## config.mk

```make
export PLATFORM = sky130hd
export DESIGN_NAME = mips_multi_control_fsm
export DESIGN_NICKNAME = d
export VERILOG_FILES = /design/src/rtl/mips_multi_control_fsm_pkg.sv /design/src/rtl/mips_multi_control_fsm_alu_decoder.sv /design/src/rtl/mips_multi_control_fsm.sv
export SDC_FILE = /design/constraint.sdc
export NUM_CORES = 1
export LEC_CHECK = 0
export ABC_AREA = 0
export CAP_MARGIN = 5
export CORE_UTILIZATION = 37
export DETAILED_ROUTE_END_ITERATION = 8
export PLACE_DENSITY = 0.88
export SLEW_MARGIN = 20
export SYNTH_ARGS = -nofsm -noshare
export SYNTH_HDL_FRONTEND = slang
export SYNTH_SLANG_ARGS = --single-unit
```

## constraint.sdc

```tcl
create_clock -name clk -period 2.1 [get_ports clk]
set_input_delay 0.42 -clock clk [delete_from_list [all_inputs] [get_ports clk]]
set_output_delay 0.42 -clock clk [all_outputs]
set_load 0.05 [all_outputs]
```

## src/rtl/mips_multi_control_fsm_pkg.sv

```systemverilog
// -----------------------------------------------------------------------------
// CU_my_pkg
// Shared definitions for the multicycle MIPS main control unit:
//   - field widths (opcode, funct, ALUControl, state)
//   - state encoding (values are fixed and visible on State_o)
//   - opcode / funct constants
//   - ALUOp and ALUControl codes
//   - helper that tells whether an opcode is handled by the FSM
// -----------------------------------------------------------------------------
package CU_my_pkg;

    localparam int OP_W     = 6;
    localparam int FUNCT_W  = 6;
    localparam int ALUCTL_W = 3;
    localparam int ST_W     = 4;

    // Encodings 12..15 are unused; the FSM falls back to FETCH from them.
    typedef enum logic [ST_W-1:0] {
        S_FETCH    = 4'd0,
        S_DECODE   = 4'd1,
        S_MEMADR   = 4'd2,
        S_MEMREAD  = 4'd3,
        S_MEMWB    = 4'd4,
        S_MEMWRITE = 4'd5,
        S_EXECUTE  = 4'd6,
        S_ALUWB    = 4'd7,
        S_BRANCH   = 4'd8,
        S_ADDIEXEC = 4'd9,
        S_ADDIWB   = 4'd10,
        S_JUMP     = 4'd11
    } state_t;

    localparam logic [OP_W-1:0] OP_RTYPE = 6'h00;
    localparam logic [OP_W-1:0] OP_J     = 6'h02;
    localparam logic [OP_W-1:0] OP_BEQ   = 6'h04;
    localparam logic [OP_W-1:0] OP_ADDI  = 6'h08;
    localparam logic [OP_W-1:0] OP_LW    = 6'h23;
    localparam logic [OP_W-1:0] OP_SW    = 6'h2B;

    localparam logic [FUNCT_W-1:0] FUNCT_ADD = 6'h20;
    localparam logic [FUNCT_W-1:0] FUNCT_SUB = 6'h22;
    localparam logic [FUNCT_W-1:0] FUNCT_AND = 6'h24;
    localparam logic [FUNCT_W-1:0] FUNCT_OR  = 6'h25;
    localparam logic [FUNCT_W-1:0] FUNCT_SLT = 6'h2A;

    localparam logic [1:0] ALUOP_ADD   = 2'b00;
    localparam logic [1:0] ALUOP_SUB   = 2'b01;
    localparam logic [1:0] ALUOP_FUNCT = 2'b10;

    localparam logic [ALUCTL_W-1:0] ALUCTL_AND = 3'b000;
    localparam logic [ALUCTL_W-1:0] ALUCTL_OR  = 3'b001;
    localparam logic [ALUCTL_W-1:0] ALUCTL_ADD = 3'b010;
    localparam logic [ALUCTL_W-1:0] ALUCTL_SUB = 3'b110;
    localparam logic [ALUCTL_W-1:0] ALUCTL_SLT = 3'b111;

    // True for every opcode that has its own path through the FSM.
    function automatic logic is_supported_op(input logic [OP_W-1:0] op);
        logic ok;
        case (op)
            OP_RTYPE, OP_J, OP_BEQ, OP_ADDI, OP_LW, OP_SW: ok = 1'b1;
            default:                                       ok = 1'b0;
        endcase
        return ok;
    endfunction

endpackage

```

## src/rtl/mips_multi_control_fsm_alu_decoder.sv

```systemverilog
// -----------------------------------------------------------------------------
// cu_alu_decoder
// Combinational ALU decoder: turns the FSM's ALUOp plus the instruction funct
// field into the 3-bit ALUControl code.
//   alu_op_i      : 00 add, 01 sub, 10 decode funct
//   funct_i       : instr[5:0]
//   alu_control_o : 010 add, 110 sub, 000 and, 001 or, 111 slt
// -----------------------------------------------------------------------------
module cu_alu_decoder
    import CU_my_pkg::*;
(
    input  logic [1:0]          alu_op_i,
    input  logic [FUNCT_W-1:0]  funct_i,
    output logic [ALUCTL_W-1:0] alu_control_o
);

    // ALUOp / funct to ALUControl; unknown funct and ALUOp=11 fall back to add.
    always_comb begin
        alu_control_o = ALUCTL_ADD;
        case (alu_op_i)
            ALUOP_ADD: alu_control_o = ALUCTL_ADD;
            ALUOP_SUB: alu_control_o = ALUCTL_SUB;
            ALUOP_FUNCT: begin
                case (funct_i)
                    FUNCT_ADD: alu_control_o = ALUCTL_ADD;
                    FUNCT_SUB: alu_control_o = ALUCTL_SUB;
                    FUNCT_AND: alu_control_o = ALUCTL_AND;
                    FUNCT_OR:  alu_control_o = ALUCTL_OR;
                    FUNCT_SLT: alu_control_o = ALUCTL_SLT;
                    default:   alu_control_o = ALUCTL_ADD;
                endcase
            end
            default: alu_control_o = ALUCTL_ADD;
        endcase
    end

endmodule

```

## src/rtl/mips_multi_control_fsm.sv

```systemverilog
// -----------------------------------------------------------------------------
// mips_multi_control_fsm
// Main control unit of a multicycle MIPS datapath. Moore FSM sequenced by the
// opcode held in the instruction register, plus the ALU decoder.
//   clk, reset     : rising-edge clock, synchronous active-high reset (-> FETCH)
//   Opcode_i       : instr[31:26]       Funct_i : instr[5:0]
//   Zero_i         : ALU zero flag, only used to qualify branches
//   PC_En_o        : PCWrite | (Branch & Zero_i), combinational on Zero_i
//   IorD_o, Mem_Write_o, IR_Write_o, Reg_Write_o, RegDst_o, MemtoReg_o,
//   ALUSrcA_o, ALUSrcB_o, PCSrc_o : datapath controls, functions of state only
//   ALUControl_o   : from cu_alu_decoder
//   Illegal_Op_o   : single-cycle pulse in DECODE for an unsupported opcode
//   State_o        : current state encoding (debug)
// -----------------------------------------------------------------------------
module mips_multi_control_fsm
    import CU_my_pkg::*;
(
    input  logic                clk,
    input  logic                reset,
    input  logic [OP_W-1:0]     Opcode_i,
    input  logic [FUNCT_W-1:0]  Funct_i,
    input  logic                Zero_i,
    output logic                PC_En_o,
    output logic                IorD_o,
    output logic                Mem_Write_o,
    output logic                IR_Write_o,
    output logic                Reg_Write_o,
    output logic                RegDst_o,
    output logic                MemtoReg_o,
    output logic                ALUSrcA_o,
    output logic [1:0]          ALUSrcB_o,
    output logic [1:0]          PCSrc_o,
    output logic [ALUCTL_W-1:0] ALUControl_o,
    output logic                Illegal_Op_o,
    output logic [ST_W-1:0]     State_o
);

    state_t     state_q;
    state_t     state_d;

    logic       pc_write_s;
    logic       branch_s;
    logic [1:0] alu_op_s;

    // State register; reset wins over every transition.
    always_ff @(posedge clk) begin
        if (reset) begin
            state_q <= S_FETCH;
        end else begin
            state_q <= state_d;
        end
    end

    // Next-state logic; opcode is only looked at in DECODE and MEMADR.
    always_comb begin
        state_d = S_FETCH;
        case (state_q)
            S_FETCH: state_d = S_DECODE;
            S_DECODE: begin
                case (Opcode_i)
                    OP_LW, OP_SW: state_d = S_MEMADR;
                    OP_RTYPE:     state_d = S_EXECUTE;
                    OP_BEQ:       state_d = S_BRANCH;
                    OP_ADDI:      state_d = S_ADDIEXEC;
                    OP_J:         state_d = S_JUMP;
                    default:      state_d = S_FETCH;
                endcase
            end
            S_MEMADR: begin
                if (Opcode_i == OP_LW) begin
                    state_d = S_MEMREAD;
                end else begin
                    state_d = S_MEMWRITE;
                end
            end
            S_MEMREAD:  state_d = S_MEMWB;
            S_MEMWB:    state_d = S_FETCH;
            S_MEMWRITE: state_d = S_FETCH;
            S_EXECUTE:  state_d = S_ALUWB;
            S_ALUWB:    state_d = S_FETCH;
            S_BRANCH:   state_d = S_FETCH;
            S_ADDIEXEC: state_d = S_ADDIWB;
            S_ADDIWB:   state_d = S_FETCH;
            S_JUMP:     state_d = S_FETCH;
            default:    state_d = S_FETCH;
        endcase
    end

    // Moore output decode; everything not named in a state stays 0.
    always_comb begin
        pc_write_s   = 1'b0;
        branch_s     = 1'b0;
        alu_op_s     = ALUOP_ADD;
        IorD_o       = 1'b0;
        Mem_Write_o  = 1'b0;
        IR_Write_o   = 1'b0;
        Reg_Write_o  = 1'b0;
        RegDst_o     = 1'b0;
        MemtoReg_o   = 1'b0;
        ALUSrcA_o    = 1'b0;
        ALUSrcB_o    = 2'b00;
        PCSrc_o      = 2'b00;
        Illegal_Op_o = 1'b0;
        case (state_q)
            S_FETCH: begin
                IR_Write_o = 1'b1;
                ALUSrcB_o  = 2'b01;
                pc_write_s = 1'b1;
            end
            S_DECODE: begin
                ALUSrcB_o    = 2'b11;
                // Only output that looks at the opcode: flags the bad fetch.
                Illegal_Op_o = ~is_supported_op(Opcode_i);
            end
            S_MEMADR: begin
                ALUSrcA_o = 1'b1;
                ALUSrcB_o = 2'b10;
            end
            S_MEMREAD: begin
                IorD_o = 1'b1;
            end
            S_MEMWB: begin
                MemtoReg_o  = 1'b1;
                Reg_Write_o = 1'b1;
            end
            S_MEMWRITE: begin
                IorD_o      = 1'b1;
                Mem_Write_o = 1'b1;
            end
            S_EXECUTE: begin
                ALUSrcA_o = 1'b1;
                alu_op_s  = ALUOP_FUNCT;
            end
            S_ALUWB: begin
                RegDst_o    = 1'b1;
                Reg_Write_o = 1'b1;
            end
            S_BRANCH: begin
                ALUSrcA_o = 1'b1;
                alu_op_s  = ALUOP_SUB;
                PCSrc_o   = 2'b01;
                branch_s  = 1'b1;
            end
            S_ADDIEXEC: begin
                ALUSrcA_o = 1'b1;
                ALUSrcB_o = 2'b10;
            end
            S_ADDIWB: begin
                Reg_Write_o = 1'b1;
            end
            S_JUMP: begin
                PCSrc_o    = 2'b10;
                pc_write_s = 1'b1;
            end
            default: begin
                pc_write_s = 1'b0;
            end
        endcase
    end

    // Branch qualification is deliberately combinational on Zero_i so the PC
    // load follows the ALU compare result within the BRANCH cycle.
    assign PC_En_o = pc_write_s | (branch_s & Zero_i);
    assign State_o = state_q;

    cu_alu_decoder u_alu_decoder (
        .alu_op_i      (alu_op_s),
        .funct_i       (Funct_i),
        .alu_control_o (ALUControl_o)
    );

endmodule

```

==> out/results.tsv <==
metric	value	unit
outcome	finished with violations	
violations	setup timing	
fin_crit_sh	114	%
cp.arrival	1.97	ns
yosysSeqAreaShare	13.1	%
endpoint_kind	output pin	
r2r_end	State_o[2]$_SDFF_PP0_	
cts_buffer_depth	2	
portBuffers	34	
slew_violations	0	
setup_violations	3	
nNetsFinal	158	
tightest_slew	0.529	ns
die_height	42.6	microns
cts-root-buf	clkbuf_4	
cts_tree	built	
hold_slack	0.666	ns
coreArea	0.00152	sq mm
min_path_type	reg2reg	
rsz0062_at_grt	true	
die_area	0.00181	sq mm
largest_reg_flops	4	
n_fill_cell	92	
synth.cell_area	609	sq um
worstSetupStartpointType	register	
fin_cells	154	
timing.fmax	418	MHz
hp-start	State_o[2]$_SDFF_PP0_	
overflow	0	
hpwl	1.64	mm
synthTopCellsByArea	dfxtp_1, buf_6, nor2_1, a21oi_1, ha_1	
worst-path-max-fanout	3	
gp_congestion	0.782	
yosys.area.top_type	dfxtp_1	
worst_ir_drop_vdd	285	uV
grt_pass1_wl	3.31	mm
power.density	270	mW/mm^2
hold_path_end	State_o[3]$_SDFF_PP0_	
antenna-diode-count	0	
avgRoutedWirePerCell	14.6	microns
setup_ws	-0.293	ns
max-cap-violations	0	
r2r_cells	5	
numCtsBuffers	3	
synth-edff-count	0	
min_period	2.39	ns
synthFlopType	dfxtp_1	
gr-usage-all-layers	23.9	%
dp.cells	148	
skew	0.00280	ns
synth_most_common_cell	nor2_1	
hold_violations	0	
synth_common_cells	nor2_1, a21oi_1, nand2_1, nor3_1	
drc_errors	0	
die_width	42.6	microns
drive_gt1_share	45.7	%
area_growth	110	%
clkSinkCount	4	
syn_avg_cell_area	7.00	sq um
vias	871	
p_total	0.344	mW
yosys_warnings	0	
synth_cell_types	37	
drt-total-wl	2.24	mm
synthDominantCellAreaShare	13.1	%
htreeDepth	1	
r2r_setup_slack	0.77	ns
reg2reg_from	State_o[1]$_SDFF_PP0_	
ant_nets	0	
num_rows	14	
io_pins	35	
p_leak	0.532	nW
syn_nets	105	
initial_core_util	40.0	%
critPathRequiredTime	1.68	ns
via_per_inst	5.66	
drt_iter0_markers	18	
hold_path_depth	2	
syn_inst	87	
post-place-ws	-0.179	ns
grt_pass1_vias	810	
relSlewSlack	64.4	%
async_reset_ff_share	0	%
clkTransAtPathRegs	0.04	ns
critPathKind	reg2out	
hold_buffers	0	
first_pass_iters	4	
grt_max_degree	16	
ys_ff_latch	4	
antenna_found_initial	0	
clk_latency	0.23	ns
kinds of logic after synthesis:
logic type | after synthesis | synth area share, %
DFF | 4 | 13.1
and+or+nand+nor | 44 | 40.9
adders and majority gates | 3 | 6.16
AOI/OAI and AO/OA | 20 | 21.2
xor gates and xnor gates | 3 | 4.31
muxes | 1 | 1.85
buffers and inverters | 12 | 12.5
cell usage in the layout, fill, tap and decap left out, drive strengths merged:
master          n
a31oi           1
xor2            2
nor3            5
nor2b           1
nor3b           2
nand2b          5
nand4b          1
a21oi           9
clkbuf          3
xnor2           1
inv             6
and4bb          1
dlymetal6s2s    2
or2             1
nand3           1
dfxtp           4
a211oi          2
nor4            3
o21ai           4
mux2            1
o21bai          1
or3             2
o41ai           1
buf            36
nor4b           1
nand2           5
nand3b          3
and4b           1
a21o            1
ha              3
o22ai           1
nor2           12
clkdlybuf4s50  16
timing repair:
item	4_1_cts	5_1_grt
resized for setup	5	9
setup endpoints to repair	4	6
buffers inserted	1	2
endpoints found under the hold margin	0	0
pin swaps	3	3
cell type report:
class	count	area (sq um)	share of cell area, %
Inverter	6	25.0	1.96
Sequential cell	4	95.1	7.44
Clock buffer	3	22.5	1.76
Multi-Input combinational cell	71	543	42.5
Tap cell	16	20.0	1.57
Timing Repair Buffer	54	572	44.8
critical path, cell delays in order, from the launching register on:
cell and delay [ns]:
dfxtp_4 0.34, nand2b_4 0.13, or3_4 0.34, ha_4 0.28
nand4b_1 0.16, o41ai_4 0.31, buf_12 0.18
how the worst max path moves through the flow:
stage | slack [ns] | from | end
2_1_floorplan | -0.45 | State_o[0]$_SDFF_PP0_ | ALUControl_o[2]
3_3_place_gp | -0.11 | State_o[2]$_SDFF_PP0_ | ALUControl_o[2]
3_5_place_dp | -0.18 | State_o[2]$_SDFF_PP0_ | ALUControl_o[2]
4_1_cts | -0.30 | State_o[2]$_SDFF_PP0_ | ALUControl_o[2]
5_1_grt | -0.34 | State_o[2]$_SDFF_PP0_ | ALUControl_o[2]
6_report | -0.29 | State_o[2]$_SDFF_PP0_ | ALUControl_o[2]
power by group:
part | switching, mW | leakage [nW] | internal, mW
Sequential | 0.00192 | 0.0355 | 0.0750
Combinational | 0.0934 | 0.483 | 0.0836
Clock | 0.0269 | 0.0138 | 0.0636
metrics by stage:
| step | TNS [ns] | cell area (sq um) | utilization [%] |
|---|---|---|---|
| 6_report | -0.589 | 1280 | 83.8 |
| 5_1_grt | -0.765 | 1280 | 83.8 |
| 4_1_cts | -0.582 | 1230 | 80.6 |
| 3_5_place_dp | -0.330 | 1170 | 77.1 |
| 3_3_place_gp | -0.164 | 1170 | 77.1 |
| 2_1_floorplan | -1.19 | 684 | - |
routing by layer:
| metal | up-vias | track usage, % | share of wire (%) |
|---|---|---|---|
| li1 | 413 | - | - |
| met1 | 412 | 24.6 | 36 |
| met2 | 40 | 47.7 | 56 |
| met3 | 6 | 3.88 | 5.6 |
| met4 | 0 | 7.50 | 2.4 |
| met5 | - | 0 | 0 |
Note: power is estimated with default switching activity, not from simulation.
